--- src/rtl/perf_dump_unit.sv ---
`default_nettype none
// ============================================================================
// Module   : perf_dump_unit
// Brief    : Live performance-event counters with snapshot-and-stream readout
//            over a valid/ready beat interface (one counter per beat).
//            Build option PERF_DUMP_CLEAR_EN: an accepted dump also clears the
//            live counters so each dump reports deltas.
// Revision : 1.0
// ============================================================================
module perf_dump_unit #(
    parameter int NUM_EVENTS = 8,
    parameter int CNT_WIDTH  = 32,
    parameter int ID_WIDTH   = $clog2(NUM_EVENTS)
) (
    input  logic                  clk,
    input  logic                  rst,
    input  logic [NUM_EVENTS-1:0] event_inc,
    input  logic                  dump_req,
    output logic                  dump_busy,
    output logic                  req_dropped,
    output logic                  out_valid,
    input  logic                  out_ready,
    output logic [ID_WIDTH-1:0]   out_id,
    output logic [CNT_WIDTH-1:0]  out_count,
    output logic                  out_last
);

    typedef enum logic [0:0] {
        ST_IDLE = 1'b0,
        ST_SEND = 1'b1
    } state_t;

    localparam logic [ID_WIDTH-1:0] C_LAST_ID = ID_WIDTH'(NUM_EVENTS - 1);

    state_t                 state_q;
    logic [ID_WIDTH-1:0]    idx_q;
    logic                   valid_q;
    logic                   last_q;
    logic                   dropped_q;

    logic [CNT_WIDTH-1:0]   live_q [NUM_EVENTS];
    logic [CNT_WIDTH-1:0]   live_d [NUM_EVENTS];
    logic [CNT_WIDTH-1:0]   snap_q [NUM_EVENTS];

    logic                   capture;
    logic [ID_WIDTH-1:0]    idx_next;

    assign capture  = (state_q == ST_IDLE) && dump_req;
    assign idx_next = idx_q + ID_WIDTH'(1);

    // Counting continues in every state; clear mode restarts from this cycle's event.
    always_comb begin
        for (int i = 0; i < NUM_EVENTS; i++) begin
            live_d[i] = live_q[i] + CNT_WIDTH'(event_inc[i]);
`ifdef PERF_DUMP_CLEAR_EN
            if (capture) begin
                live_d[i] = CNT_WIDTH'(event_inc[i]);
            end
`endif
        end
    end

    always_ff @(posedge clk or posedge rst) begin
        if (rst) begin
            for (int i = 0; i < NUM_EVENTS; i++) begin
                live_q[i] <= '0;
                snap_q[i] <= '0;
            end
        end else begin
            for (int i = 0; i < NUM_EVENTS; i++) begin
                live_q[i] <= live_d[i];
                if (capture) begin
                    snap_q[i] <= live_q[i];
                end
            end
        end
    end

    always_ff @(posedge clk or posedge rst) begin
        if (rst) begin
            state_q   <= ST_IDLE;
            idx_q     <= '0;
            valid_q   <= 1'b0;
            last_q    <= 1'b0;
            dropped_q <= 1'b0;
        end else begin
            dropped_q <= 1'b0;
            case (state_q)
                ST_IDLE: begin
                    if (dump_req) begin
                        state_q <= ST_SEND;
                        idx_q   <= '0;
                        valid_q <= 1'b1;
                        last_q  <= 1'b0;
                    end
                end
                ST_SEND: begin
                    // Requests are never queued, even on the final-beat cycle.
                    if (dump_req) begin
                        dropped_q <= 1'b1;
                    end
                    if (out_ready) begin
                        if (last_q) begin
                            state_q <= ST_IDLE;
                            idx_q   <= '0;
                            valid_q <= 1'b0;
                            last_q  <= 1'b0;
                        end else begin
                            idx_q  <= idx_next;
                            last_q <= (idx_next == C_LAST_ID);
                        end
                    end
                end
                default: begin
                    state_q <= ST_IDLE;
                    idx_q   <= '0;
                    valid_q <= 1'b0;
                    last_q  <= 1'b0;
                end
            endcase
        end
    end

    assign dump_busy   = (state_q == ST_SEND);
    assign req_dropped = dropped_q;
    assign out_valid   = valid_q;
    assign out_id      = idx_q;
    assign out_last    = last_q;
    assign out_count   = valid_q ? snap_q[idx_q] : '0;

endmodule
`default_nettype wire

--- config.mk ---
export PLATFORM = sky130hd
export DESIGN_NAME = perf_dump_unit
export DESIGN_NICKNAME = d
export VERILOG_FILES = /design/src/rtl/perf_dump_unit.sv
export SDC_FILE = /design/constraint.sdc
export NUM_CORES = 1
export LEC_CHECK = 0
export CORE_UTILIZATION = 31
export CTS_CLUSTER_DIAMETER = 150
export CTS_CLUSTER_SIZE = 25
export DETAILED_ROUTE_END_ITERATION = 12
export SLEW_MARGIN = 20
export SYNTH_ARGS = -nofsm -noshare
export SYNTH_HDL_FRONTEND = slang
export SYNTH_SLANG_ARGS = --single-unit
--- constraint.sdc ---
create_clock -name clk -period 30.8 [get_ports clk]
set_input_delay 3.08 -clock clk [delete_from_list [all_inputs] [get_ports clk]]
set_output_delay 3.08 -clock clk [all_outputs]
set_load 0.01 [all_outputs]
==> results.cfg, run 1 <==
[run_status]
status = completed

[final_layout]
nets = 1789
syn_to_final_growth_pct = 10.0
antenna_cells = 0
layout-drive-gt1-share_pct = 21.6
post-route-cell-area_sq_mm = 0.0251

[drt]
first_iter_violations = 989
routedWlPerCell_um = 18.5
vias = 13400
avgViaCountPerCell = 4.93
wirelength_um = 50100
drc = 0
drtPass1Iterations = 7
ant_nets = 0

[synthesis]
synth_area_sq_mm = 0.0228
yosys-top-cells-count = dfrtp_1 (519), mux2_2 (247), nand2_1 (172), xnor2_1 (159), nand3_1 (94)
netlist_instances = 1719
synth_top_area_cell = dfrtp_1
synthDistinctLibCells = 41
synth.area.top_cells = dfrtp_1 (57%), mux2_2 (12%), mux4_2 (6.3%), xnor2_1 (6.1%), xor2_1 (3.2%)
ys_seq_area_share_pct = 57.0
ys_ff_latch = 519
syn_avg_cell_area_sq_um = 13.3
ys_warn_count = 0
post-synth-top-count-cell = dfrtp_1
ys_async_sr_fraction_pct = 100
synth_top_area_share_pct = 57.0
ys.flop_type = dfrtp_1
syn-num-nets = 1754
synth_edf_count = 0

[grt]
grtUsageTotal_pct = 13.6
gr-total-overflow = 0
grt_pass1_vias = 13300
antenna_found_initial = 0
grt_pass1_wl_um = 79800
grt_max_degree = 134

[setup_path]
startpoint_type = register
arrival_ns = 3.93
critical_path_required_ns = 27.72
critPathCaptureType = output port
cp_max_fo = 41
critPathKind = register to output port

[power]
worst_ir_drop_vdd_v = 0.0000530
total_power_uw = 1500
cellLeakagePower_uw = 0.0114
powerDensity_mw_per_mm2 = 59.8

[placed_design]
place_hpwl_um = 36300
placed_area_sq_mm = 0.0244
dpl_worst_slack_ns = 24.33
portBuffers = 50
place_congestion = 0.781

[flow_run]
max-cap-violations = 0

[timing]
finalCritPeriodShare_pct = 22.8
drv_slew = 0
min_period_ns = 7.01
fin_hold_ws_ns = 0.475
worst_slack_ns = 23.79
hold_viol_final = 0
worstMarginPinSlew_ns = 1.16
fmax_ghz = 0.143
fin_skew_ns = 0.0188
fin_tns_setup_ns = 0
rsz0062_at_grt = false
setup_viol = 0
slew_headroom_pct = 22.3

[cts]
cts_num_sinks = 519
tritoncts = built
clkTransAtPathRegs_ns = 0.11
clock_latency_ns = 0.58
cts-buffers-inserted = 24
htreeDepth = 1
cts_setup_buffers = 0
clk_path_buf_depth = 3
ctsResizeCount = 0
postCtsHoldBufs = 0
clockRootBuffer = clkbuf_16

[die]
die_h_um = 273
fp.dieW_um = 273
num_rows = 99
ios = 51
fp.coreArea_sq_mm = 0.0728
dieArea_sq_mm = 0.0746
start_util_pct = 31.3

[min_path]
hold_class = register to register
## critical path, stage by stage, from the launching register on
cell and delay (ns):
dfrtp_4 0.73, buf_4 0.68, mux4_2 0.36, nand2_1 0.05, a21boi_0 0.79, clkdlybuf4s50_1 0.71
## cell families after synthesis
| kind of cell | count (synthesis) | share of synthesized area, % |
|---|---|---|
| flops | 519 | 57.0 |
| fa+ha+maj | 23 | 1.26 |
| compound gates | 50 | 1.50 |
| mux | 311 | 18.5 |
| xor+xnor | 241 | 9.26 |
| simple gates | 499 | 11.0 |
| buf+inv | 76 | 1.42 |
## sequential cells by signal (all words and copies together) (netlist names)
register / flops
dump_busy: 1
live_q: 256
out_id: 3
out_last: 1
out_valid: 1
req_dropped: 1
snap_q: 256
## where the power goes
part | switching (uW) | total, uW | internal (uW) | leakage (uW)
Clock | 211 | 357 | 147 | 0.000315
Sequential | 88.6 | 847 | 758 | 0.00702
Combinational | 144 | 296 | 151 | 0.00405
Total | 444 | 1500 | 1060 | 0.0114
## cells in the final DEF (no fill, tap or decap), drive strengths merged, types with 50 or more instances in the layout
master and n:
nor2 58, xor2 82, nand4 51, xnor2 159, mux2 247, nand2 172
clkdlybuf4s50 50, dfrtp 519, nand3 95, mux4 64
## worst paths after layout
path                             startpoint       endpoint  slack (ns)  depth (start not counted)
min in group asynchronous               rst    snap_q[155]        3.14                          2
worst max-delay path              out_id[0]  out_count[15]       23.79                          5
worst max register to register    dump_busy    snap_q[174]       28.12                          3
worst min-delay path            live_q[159]    live_q[159]        0.47                          1
max in group asynchronous               rst      snap_q[1]       25.25                          4
worst min register to register  live_q[159]    live_q[159]        0.47                          1
## area by class of cell
cell class                 count  area [sq um]
timing repair buffer          67           652
multi-input combinational   1124          9500
clock inverter                 1          8.76
clock buffer                  27           633
fill                        7134         47800
sequential                   519         13000
inverter                      18          75.1
tap                          959          1200
## per-stage QoR
stage	std cells	util [%]
after floorplan	1719	-
after global placement	2686	33.5
after detailed placement	2687	33.5
after CTS	2715	34.4
after global routing	2715	34.4
final	2715	34.4
## routing by layer
layer | vias up | routed length (um) | global-route usage (%)
li1 | 6107 | - | -
met1 | 7029 | 25300 | 21.1
met2 | 212 | 22200 | 20.1
met3 | 50 | 1720 | 1.46
met4 | 0 | 940 | 2.88
met5 | - | 0 | 0
No activity file was read; power rests on OpenSTA's default activity.
==> run 2: changes to the inputs <==
==> constraint.sdc (replaced) <==
create_clock -name clk -period 5.98 [get_ports clk]
set_input_delay 0.598 -clock clk [delete_from_list [all_inputs] [get_ports clk]]
set_output_delay 0.598 -clock clk [all_outputs]
set_load 0.01 [all_outputs]
==> run 2 against run 1 <==
- power grew to 5.2 times the previous value
- sequential share of layout area hardly changed
- worst hold slack worse by 0.16 ns
- sequential power grew to 5.2 times the previous value
- routed wire length is 1.5% higher
- first-iteration DRC count is 5.7% higher
- design area hardly changed
- non-clock buffer count is 2 lower
- worst setup slack worse by 22 ns
- clock-buffer cell count stayed put
- global-route usage is 0.19 points higher
==> results.cfg, run 2 (synthesis results as in run 1) <==
[die]
dieArea_sq_mm = 0.0746
start_util_pct = 31.3
num_rows = 99
fp.dieW_um = 273
fp.coreArea_sq_mm = 0.0728
die_h_um = 273
ios = 51

[grt]
grt_pass1_wl_um = 81400
grt_max_degree = 176
grtUsageTotal_pct = 13.8
grt_pass1_vias = 13700
gr-total-overflow = 0
antenna_found_initial = 0

[cts]
ctsResizeCount = 0
tritoncts = built
clkTransAtPathRegs_ns = 0.10
postCtsHoldBufs = 0
cts_setup_buffers = 0
htreeDepth = 1
clk_path_buf_depth = 3
clockRootBuffer = clkbuf_16
cts-buffers-inserted = 24
clock_latency_ns = 0.58
cts_num_sinks = 519

[timing]
rsz0062_at_grt = false
hold_viol_final = 0
worstMarginPinSlew_ns = 1.24
fmax_ghz = 0.247
fin_skew_ns = 0.0230
min_period_ns = 4.05
worst_slack_ns = 1.93
fin_hold_ws_ns = 0.318
slew_headroom_pct = 16.4
drv_slew = 0
finalCritPeriodShare_pct = 67.7
setup_viol = 0

[setup_path]
cp_slowest_cell = dfrtp_4
cp_cell_sequence = mux4_2, nand2_1, a21boi_0, clkdlybuf4s50_1
critical_path_required_ns = 5.38
slowest_delay_ns = 1.03
startpoint = out_id[0]
arrival_ns = 3.45
rr_startpoint = dump_busy
critPathKind = register to output port
r2r_slack_ns = 3.27
reg2reg_depth = 3
critPathCaptureType = output port
cp_max_fo = 52
startpoint_type = register

[final_layout]
antenna_cells = 0
final_util_pct = 34.4
post-route-cell-area_sq_mm = 0.0251
layout-drive-gt1-share_pct = 21.4
final_cell_mix = dfrtp_1 (517), mux2_2 (247), nand2_1 (172), xnor2_1 (159), nand3_1 (94)
syn_to_final_growth_pct = 9.98
layout_commonest_cell = dfrtp_1
nets = 1787

[drt]
wirelength_um = 50900
drc = 0
first_iter_violations = 1045
ant_nets = 0
routedWlPerCell_um = 18.8
drtPass1Iterations = 5
avgViaCountPerCell = 4.96
vias = 13400

[power]
total_power_uw = 7740
powerDensity_mw_per_mm2 = 309
cellLeakagePower_uw = 0.0114
worst_ir_drop_vdd_v = 0.000207

[flow_run]
max-cap-violations = 0

[run_status]
status = completed

[min_path]
hold_class = input port to async pin

[placed_design]
place_congestion = 0.832
placed_area_sq_mm = 0.0244
place_hpwl_um = 36600
dpl_worst_slack_ns = 2.51
portBuffers = 50
[run 2: cell types whose count changed in the layout (fill, tap and decap cells not counted)]
| cell | before | now |
|---|---|---|
| buf_12 | 0 | 4 |
| buf_4 | 15 | 11 |
| nor3_1 | 26 | 28 |
| nor3_2 | 5 | 3 |
| buf_16 | 1 | 0 |
| buf_6 | 1 | 0 |
| clkinvlp_4 | 0 | 1 |
| inv_8 | 1 | 0 |
| nor4_1 | 8 | 9 |
| nor4_2 | 4 | 3 |
[run 2: path summary, 6_finish.rpt]
kind / end
min in group clk: live_q[255]
min reg2reg: live_q[255]
max in group asynchronous: snap_q[38]
max: out_count[14]
max reg2reg: snap_q[161]
min: snap_q[190]
[run 2: metrics by stage]
stage | TNS, ns | cells
after global routing | 0 | 2713
after global placement | 0 | 2685
after CTS | 0 | 2713
final | 0 | 2713
after floorplan | -865.82 | 1719
after detailed placement | 0 | 2685
[run 2: final cells by class]
cell class                 instances  area (sq um)
clock inverter                     1          8.76
fill                            7185         47800
inverter                          18          71.3
timing repair buffer              65           663
sequential                       519         13000
tap                              959          1200
multi-input combinational       1124          9490
clock buffer                      27           633
[run 2: critical path: cells and delay by family, from the launching register on]
kind | cells | cell delay (ns)
simple gates | 1 | 0.06
flops | 1 | 1.03
mux | 1 | 0.39
buf+inv | 1 | 0.68
compound gates | 1 | 0.62
[run 2: where the power goes]
part | switching, uW | internal [uW] | leakage, uW
clock | 1080 | 756 | 0.000315
combinational | 681 | 787 | 0.00405
sequential | 529 | 3900 | 0.00702
total | 2290 | 5440 | 0.0114
[run 2: routing by layer]
| layer | GRT usage, % | up-vias | wire length (um) |
|---|---|---|---|
| li1 | - | 6105 | - |
| met1 | 21.7 | 7064 | 26100 |
| met2 | 20.4 | 242 | 22200 |
| met3 | 1.50 | 36 | 1890 |
| met4 | 2.26 | 0 | 689 |
| met5 | 0 | - | 0 |
